--- src/rtl/mc_pkg.sv ---
// Shared types and select codes for the multicycle sequencer.
package mc_pkg;

  typedef enum logic [3:0] {
    FETCH    = 4'd0,
    DECODE   = 4'd1,
    MEMADR   = 4'd2,
    MEMREAD  = 4'd3,
    MEMWB    = 4'd4,
    MEMWRITE = 4'd5,
    EXECUTER = 4'd6,
    EXECUTEI = 4'd7,
    ALUWB    = 4'd8,
    BRANCH   = 4'd9
  } statetype;

  localparam logic [1:0] SRCB_REG  = 2'b00;
  localparam logic [1:0] SRCB_EXT  = 2'b01;
  localparam logic [1:0] SRCB_FOUR = 2'b10;

  localparam logic [1:0] RES_ALUOUT    = 2'b00;
  localparam logic [1:0] RES_DATA      = 2'b01;
  localparam logic [1:0] RES_ALURESULT = 2'b10;

  localparam logic [1:0] ALU_ADD = 2'b00;
  localparam logic [1:0] ALU_SUB = 2'b01;
  localparam logic [1:0] ALU_AND = 2'b10;
  localparam logic [1:0] ALU_ORR = 2'b11;

endpackage

--- src/rtl/flopenr.sv ---
// Enabled register with asynchronous active-high reset.
module flopenr #(
  parameter int unsigned WIDTH = 8
) (
  input  logic             clk,
  input  logic             reset,
  input  logic             en,
  input  logic [WIDTH-1:0] d,
  output logic [WIDTH-1:0] q
);

  always_ff @(posedge clk or posedge reset) begin
    if (reset)   q <= '0;
    else if (en) q <= d;
  end

endmodule

--- src/rtl/mc_cond_eval.sv ---
// ARM condition-code check against the stored {N,Z,C,V} flags.
module mc_cond_eval (
  input  logic [3:0] cond,
  input  logic [3:0] flags,
  output logic       cond_ex
);

  logic n, z, c, v, ge;

  assign {n, z, c, v} = flags;
  assign ge = (n == v);

  always_comb begin
    cond_ex = 1'b0;
    case (cond)
      4'b0000: cond_ex = z;
      4'b0001: cond_ex = ~z;
      4'b0010: cond_ex = c;
      4'b0011: cond_ex = ~c;
      4'b0100: cond_ex = n;
      4'b0101: cond_ex = ~n;
      4'b0110: cond_ex = v;
      4'b0111: cond_ex = ~v;
      4'b1000: cond_ex = c & ~z;
      4'b1001: cond_ex = ~(c & ~z);
      4'b1010: cond_ex = ge;
      4'b1011: cond_ex = ~ge;
      4'b1100: cond_ex = ~z & ge;
      4'b1101: cond_ex = z | ~ge;
      4'b1110: cond_ex = 1'b1;
      default: cond_ex = 1'b0;
    endcase
  end

endmodule

--- src/rtl/mc_control_fsm.sv ---
// Multicycle sequencer: Moore main FSM, ALU decode, condition check and write gating.
module mc_control_fsm
  import mc_pkg::*;
(
  input  logic        clk,
  input  logic        reset,
  input  logic [19:0] Instr,
  input  logic [3:0]  ALUFlags,
  output logic        PCWrite,
  output logic        AdrSrc,
  output logic        MemWrite,
  output logic        IRWrite,
  output logic        RegWrite,
  output logic [1:0]  ResultSrc,
  output logic        ALUSrcA,
  output logic [1:0]  ALUSrcB,
  output logic [1:0]  ALUControl,
  output logic [1:0]  ImmSrc,
  output logic [1:0]  RegSrc,
  output logic [3:0]  state_o
);

  // Instr carries IR[31:12], so IR bit k sits at Instr[k-12].
  logic [3:0] cond;
  logic [1:0] op;
  logic [5:0] funct;
  logic [3:0] rd;
  logic       l_bit, s_bit;
  logic       unused_rn;

  assign cond      = Instr[19:16];
  assign op        = Instr[15:14];
  assign funct     = Instr[13:8];
  assign l_bit     = Instr[8];
  assign s_bit     = Instr[8];
  assign rd        = Instr[3:0];
  assign unused_rn = ^Instr[7:4];

  statetype   state_q, state_d;
  logic       next_pc, branch, reg_w, mem_w, alu_op;
  logic [1:0] flag_w, flag_write;
  logic [1:0] flags_nz_q, flags_cv_q;
  logic       cond_ex, pcs;

  always_ff @(posedge clk or posedge reset) begin
    if (reset) state_q <= FETCH;
    else       state_q <= state_d;
  end

  // Next state and Moore control values.
  always_comb begin
    state_d   = FETCH;
    next_pc   = 1'b0;
    branch    = 1'b0;
    reg_w     = 1'b0;
    mem_w     = 1'b0;
    alu_op    = 1'b0;
    IRWrite   = 1'b0;
    AdrSrc    = 1'b0;
    ALUSrcA   = 1'b0;
    ALUSrcB   = SRCB_REG;
    ResultSrc = RES_ALUOUT;
    case (state_q)
      FETCH: begin
        IRWrite   = 1'b1;
        next_pc   = 1'b1;
        ALUSrcA   = 1'b1;
        ALUSrcB   = SRCB_FOUR;
        ResultSrc = RES_ALURESULT;
        state_d   = DECODE;
      end
      DECODE: begin
        ALUSrcA   = 1'b1;
        ALUSrcB   = SRCB_FOUR;
        ResultSrc = RES_ALURESULT;
        if (cond_ex) begin
          case (op)
            2'b00:   state_d = funct[5] ? EXECUTEI : EXECUTER;
            2'b01:   state_d = MEMADR;
            2'b10:   state_d = BRANCH;
            default: state_d = FETCH;
          endcase
        end
      end
      MEMADR: begin
        ALUSrcB = SRCB_EXT;
        state_d = l_bit ? MEMREAD : MEMWRITE;
      end
      MEMREAD: begin
        AdrSrc  = 1'b1;
        state_d = MEMWB;
      end
      MEMWB: begin
        ResultSrc = RES_DATA;
        reg_w     = 1'b1;
      end
      MEMWRITE: begin
        AdrSrc = 1'b1;
        mem_w  = 1'b1;
      end
      EXECUTER: begin
        ALUSrcB = SRCB_REG;
        alu_op  = 1'b1;
        state_d = ALUWB;
      end
      EXECUTEI: begin
        ALUSrcB = SRCB_EXT;
        alu_op  = 1'b1;
        state_d = ALUWB;
      end
      ALUWB: reg_w = 1'b1;
      BRANCH: begin
        ALUSrcB   = SRCB_EXT;
        ResultSrc = RES_ALURESULT;
        branch    = 1'b1;
      end
      default: state_d = FETCH;
    endcase
  end

  // ALU operation and flag-write request; unknown commands leave flags alone.
  always_comb begin
    ALUControl = ALU_ADD;
    flag_w     = 2'b00;
    if (alu_op) begin
      case (funct[4:1])
        4'b0100: begin ALUControl = ALU_ADD; flag_w = {s_bit, s_bit}; end
        4'b0010: begin ALUControl = ALU_SUB; flag_w = {s_bit, s_bit}; end
        4'b0000: begin ALUControl = ALU_AND; flag_w = {s_bit, 1'b0};  end
        4'b1100: begin ALUControl = ALU_ORR; flag_w = {s_bit, 1'b0};  end
        default: ;
      endcase
    end
  end

  mc_cond_eval u_cond_eval (
    .cond    (cond),
    .flags   ({flags_nz_q, flags_cv_q}),
    .cond_ex (cond_ex)
  );

  assign flag_write = flag_w & {2{cond_ex}};

  flopenr #(.WIDTH(2)) u_flags_nz (
    .clk   (clk),
    .reset (reset),
    .en    (flag_write[1]),
    .d     (ALUFlags[3:2]),
    .q     (flags_nz_q)
  );

  flopenr #(.WIDTH(2)) u_flags_cv (
    .clk   (clk),
    .reset (reset),
    .en    (flag_write[0]),
    .d     (ALUFlags[1:0]),
    .q     (flags_cv_q)
  );

  // A register write to R15 redirects the PC just like a taken branch.
  assign pcs      = branch | (reg_w & (rd == 4'hF));
  assign PCWrite  = next_pc | (pcs & cond_ex);
  assign RegWrite = reg_w & cond_ex;
  assign MemWrite = mem_w & cond_ex;
  assign ImmSrc   = op;
  assign RegSrc   = {(op == 2'b01) & ~l_bit, op == 2'b10};
  assign state_o  = 4'(state_q);

endmodule

--- config.mk ---
export PLATFORM = sky130hd
export DESIGN_NAME = mc_control_fsm
export DESIGN_NICKNAME = d
export VERILOG_FILES = /design/src/rtl/mc_pkg.sv /design/src/rtl/flopenr.sv /design/src/rtl/mc_cond_eval.sv /design/src/rtl/mc_control_fsm.sv
export SDC_FILE = /design/constraint.sdc
export NUM_CORES = 1
export LEC_CHECK = 0
export CORE_ASPECT_RATIO = 1.25
export CORE_MARGIN = 2
export CORE_UTILIZATION = 40
export DETAILED_ROUTE_END_ITERATION = 12
export PLACE_DENSITY = 0.93
export SYNTH_ARGS = -nofsm -noshare
export SYNTH_HDL_FRONTEND = slang
export SYNTH_SLANG_ARGS = --single-unit
--- constraint.sdc ---
create_clock -name clk -period 5.05 [get_ports clk]
set_input_delay 0.505 -clock clk [delete_from_list [all_inputs] [get_ports clk]]
set_output_delay 0.505 -clock clk [all_outputs]
set_load 0.005 [all_outputs]
==> qor.txt, run 1 <==
status - complete, no violations
final non-filler cell total - 157
# rows - 18
Final Instance Area - 1230 um^2
chip height - 54.6 um
vias in the first global route - 836
layout filler cell count - 173
post-CTS setup buffers - 0
clock tree buffer depth - 2
cell family contributing the most delay on the critical path - buffers and inverters
Residual DRC - 0
Fmax - 0.286 GHz
max-cap viol count - 0
Hold Buf Count CTS - 0
Worst-Margin Slew - 0.532 ns
Startpoint Class - input pin
final hold viol count - 0
via count - 890
Post-CTS Resized - 0
Max Slew Vio Count - 0
area delta synth->final - 50.1%
max incr delay on CP - 0.63 ns
leading area contributor after synthesis - dfrtp_1
crit path DAT - 3.00 ns
WP data required - 4.55 ns
crit path buf inv count - 2
vias per inst - 5.67
unrepaired setup endpoints after global routing - no
peak supply drop - 0.000243 V
cell repeated most along the worst path - clkdlybuf4s50_1
Most used DFF post-synth - dfrtp_1
CTS tree - done
area post-placement - 1210 um^2
# clock sinks - 8
share of layout cells above drive strength 1 - 0.0803
Mapped Area - 820 um^2
Yosys reg bits - 8
relative slew slack - 0.646
first-pass GRT wire length - 3470 um
nets@finish - 165
EDFF count, synth - 0
Total Routed Length - 2200 um
1st-pass router iterations - 4
Die W - 44.5 um
Synth warnings - 0
grt ovf - 0
Slowest-stage cell, CP - clkdlybuf4s50_1
DR iter-0 viols - 14
Global Route Usage Sum - 0.195
Max Clock Skew - 0.00191 ns
placer congestion estimate - 0.733
I/O Buffers - 41
critical path class - in2out
part of the cycle the worst path needs - 0.693
HP Class - in2async
minimum clock period - 3.50 ns
Seq/Total Area, Yosys - 0.244
crit end category - primary output
share of the synthesized area in the top cell type - 0.244
Post-synth top cells - nand2_1 (9), nor2_1 (9), dfrtp_1 (8), clkbuf_1 (6), nand2b_1 (6)
ys async rst share - 1.00
worst-path cell chain - clkdlybuf4s50_1 -> nor2b_1 -> a221oi_1 -> a211oi_1 -> nor4_4 -> nand2b_1 -> nor3_1 -> clkdlybuf4s50_1
I/O pins - 46
worst-path fanout max - 8
Post-DP HPWL - 1720 um
Yosys cell types - 39
H-tree depth - 1
Cells after Synth - 103
Root Driver - clkbuf_4
PD cells - 317 nW/um^2
syn nets - 129
Avg Cell Area, Syn - 7.96 um^2
Initial Util - 0.418
largest net degree at the start of global routing - 18
clock latency on the worst-skew pair - 0.25 ns
setup_tns - 0 ns
dpl cells - 154
Wirelength per Cell - 14.0 um
die area - 2430 um^2
Pwr Total - 390 uW
initial antenna violation count - 0
Core Area - 1960 um^2
static leakage - 0.483 nW
n_diodes - 0
Final Util - 0.628
# setup viols final - 0
number of clock buffers inserted by TritonCTS - 3
CTS clk-pin slew, worst paths - 0.05 ns
ANT nets after route - 0
top post-synthesis cells by area - dfrtp_1 (24%), xnor2_1 (5.3%), nand2b_1 (4.6%)
-- sequential cells by signal, summed over array words and instances (netlist names) --
| name | count |
|---|---|
| u_flags_cv.q | 2 |
| u_flags_nz.q | 2 |
| state_o | 4 |
-- metrics by stage --
step	hold slack [ns]	setup WS (ns)
2_1_floorplan	0.321	2.77
3_3_place_gp	0.529	1.63
3_5_place_dp	0.572	1.54
4_1_cts	0.501	1.54
5_1_grt	0.512	1.35
6_report	0.504	1.55
-- cells in the final DEF, fill, tap and decap left out, types with 2 or more instances in the layout --
master	Yosys	final
clkdlybuf4s50_1	0	41
nor2b_1	5	5
nand2_1	9	9
nor4_1	3	3
nand2b_1	6	6
xor2_1	3	3
nor2_1	9	9
mux2_4	2	2
o22ai_1	4	4
a22oi_1	2	2
a211oi_1	2	2
a21oi_1	4	4
o21ai_0	2	2
nor3_1	5	5
xnor2_1	5	5
dfrtp_1	8	8
clkbuf_4	0	3
inv_1	4	4
-- worst paths after layout --
check                           cells past startpoint  slack [ns]                         from                           to
worst max register to register                      6        2.74  u_flags_nz.q[1]$_DFFE_PP0P_  u_flags_cv.q[1]$_DFFE_PP0P_
worst max-delay path                                8        1.55                    Instr[16]                     MemWrite
worst min-delay path                                2        0.50                        reset         state_o[3]$_DFF_PP0_
min in group clk                                    1        0.58  u_flags_cv.q[1]$_DFFE_PP0P_  u_flags_cv.q[1]$_DFFE_PP0P_
worst min register to register                      1        0.58  u_flags_cv.q[1]$_DFFE_PP0P_  u_flags_cv.q[1]$_DFFE_PP0P_
max in group asynchronous                           2        4.33                        reset  u_flags_cv.q[0]$_DFFE_PP0P_
-- where the power goes --
group          internal (mW)  switching, mW
Clock                 0.0271         0.0205
Sequential            0.0758         0.0400
Combinational          0.143         0.0837
-- kinds of logic (layout without fill, tap and decap cells) --
family	after synthesis	after routing	share of synthesized area
mux	4	4	0.0641
xor+xnor	8	8	0.0855
flops	8	8	0.244
buf+inv	14	48	0.0763
simple gates	48	48	0.345
compound gates	21	21	0.185
-- area by class of cell --
type	instances	area (um^2)	area share
well taps	20	25.0	0.0203
repair buffers	41	410	0.334
inverters	4	15.0	0.0122
flip-flops and latches	8	200	0.163
multi-input cells	81	557	0.453
clock buffers	3	22.5	0.0183
-- routing by layer --
layer | track usage | routed length, um | part of all wire
met4 | 0.0909 | 34 | 0.015
met3 | 0.0462 | 112 | 0.051
met2 | 0.343 | 1180 | 0.54
met1 | 0.219 | 868 | 0.39
met5 | 0 | 0 | 0
Note: power is estimated with default switching activity, not from simulation.
==> run 2, diff against run 1 <==
CORE_UTILIZATION = 38   (was 40)
PLACE_DENSITY = 0.9   (was 0.93)
clock period = 3.6 ns   (was 5.05 ns; I/O delays follow)
==> run 2 against run 1 <==
  * Register-to-register slack worse by 1.4 ns
  * Critical path depth is the same
  * Die area increased by 4.8%
  * Sequential share of layout area did not move
  * Final cell count stayed put
  * Highest routed layer unchanged
  * Combinational power is 40% higher
  * Count of clock-buffer cells in the layout stayed put
==> qor.txt, run 2 (synthesis gave the netlist of run 1 again) <==
register area - 200 um^2
r2r worst-path depth - 6
Hold Buf Count CTS - 0
grt ovf - 0
nets@finish - 165
commonest cells after routing, fill and taps aside - clkdlybuf4s50_1 (41), nor2_1 (9), nand2_1 (9)
clock latency on the worst-skew pair - 0.25 ns
crit end category - primary output
Final Util - 0.614
Residual DRC - 0
worst-path fanout max - 8
DR iter-0 viols - 13
commonest non-fill, non-tap cell in the layout - clkdlybuf4s50_1
Fmax - 0.313 GHz
critical path class - in2out
Startpoint Class - input pin
# setup viols final - 0
relative slew slack - 0.669
Critical Path Stages - 8
Post-CTS Resized - 0
status - complete, no violations
part of the cycle the worst path needs - 0.889
placer congestion estimate - 0.797
max incr delay on CP - 0.64 ns
vias in the first global route - 841
via count - 896
chip height - 55.9 um
# rows - 18
PD cells - 440 nW/um^2
Root Driver - clkbuf_4
Initial Util - 0.409
Wirelength per Cell - 12.9 um
crit path buf inv count - 2
worst-path cell chain - clkdlybuf4s50_1 -> nor2b_1 -> a221oi_1 -> a211oi_1 -> nor4_4 -> nand2b_1 -> nor3_1 -> clkdlybuf4s50_1
# clock sinks - 8
setup_tns - 0 ns
Global Route Usage Sum - 0.180
vias per inst - 5.71
layout filler cell count - 179
first-pass GRT wire length - 3530 um
cell repeated most along the worst path - clkdlybuf4s50_1
Post-DP HPWL - 1630 um
number of clock buffers inserted by TritonCTS - 3
WP data required - 3.24 ns
1st-pass router iterations - 4
CTS clk-pin slew, worst paths - 0.05 ns
share of layout cells above drive strength 1 - 0.0803
crit path DAT - 2.84 ns
peak supply drop - 0.000253 V
clock tree buffer depth - 2
post-CTS setup buffers - 0
max-cap viol count - 0
Max Slew Vio Count - 0
Max Clock Skew - 0.00295 ns
HP Class - in2async
H-tree depth - 1
minimum clock period - 3.20 ns
largest net degree at the start of global routing - 18
I/O Buffers - 41
Core Area - 2000 um^2
static leakage - 0.483 nW
n_diodes - 0
hold slack - 0.353 ns
dpl cells - 154
final non-filler cell total - 157
unrepaired setup endpoints after global routing - no
I/O pins - 46
max reg flops - 4
Total Routed Length - 2030 um
ANT nets after route - 0
CTS tree - done
multi-input logic area - 557 um^2
Slowest-stage cell, CP - clkdlybuf4s50_1
cell family contributing the most delay on the critical path - buffers and inverters
initial antenna violation count - 0
final hold viol count - 0
area delta synth->final - 50.1%
Worst-Margin Slew - 0.497 ns
Die W - 45.5 um
die area - 2550 um^2
## run 2: cell counts in the layout (fill, tap and decap cells not counted)
No cell type changed its count.
## run 2: final timing paths
path                                             startpoint                     endpoint  slack (ns)
max in group asynchronous                             reset         state_o[0]$_DFF_PP0_        3.03
worst max register to register  u_flags_nz.q[1]$_DFFE_PP0P_  u_flags_cv.q[0]$_DFFE_PP0P_        1.39
worst max-delay path                              Instr[16]                     MemWrite        0.40
min in group clk                u_flags_cv.q[1]$_DFFE_PP0P_  u_flags_cv.q[1]$_DFFE_PP0P_        0.55
worst min-delay path                                  reset  u_flags_cv.q[1]$_DFFE_PP0P_        0.35
worst min register to register  u_flags_cv.q[1]$_DFFE_PP0P_  u_flags_cv.q[1]$_DFFE_PP0P_        0.55
## run 2: area by class of cell
class / instances / share of cell area
flip-flops and latches: 8 / 0.163
repair buffers: 41 / 0.334
inverters: 4 / 0.0122
well taps: 20 / 0.0203
clock buffers: 3 / 0.0183
multi-input cells: 81 / 0.453
## run 2: routing by layer
layer / routed length, um / global-route usage / vias to the layer above
li1: - / - / 440
met2: 1060 / 0.302 / 47
met3: 156 / 0.0260 / 4
met1: 787 / 0.213 / 405
met4: 26 / 0.0882 / 0
met5: 0 / 0 / -
## run 2: report_power, final
part / internal, mW / switching (mW)
logic: 0.200 / 0.117
clock network: 0.0379 / 0.0267
registers: 0.106 / 0.0536
## run 2: through the flow
stage               cell area (um^2)  total power, mW  setup WS, ns
floorplan                        820            0.308          1.48
global placement                1210            0.468         0.493
detailed placement              1210            0.479         0.410
CTS                             1230            0.546         0.405
global route                    1230            0.585         0.254
finish                          1230            0.541         0.401
## run 2: worst register-to-register path: cells and delay by family (launching register included)
kind / cells / cell delay [ns]
xor gates and xnor gates: 1 / 0.19
AOI/OAI and AO/OA: 1 / 0.12
DFF: 1 / 0.42
and+or+nand+nor: 3 / 0.99
muxes: 1 / 0.37
==> run 3, diff against run 2 <==
CTS_CLUSTER_SIZE = 20   (was unset)
==> results of run 3 <==
Same layout as run 2: the final DEF is identical, and so are final timing and power.
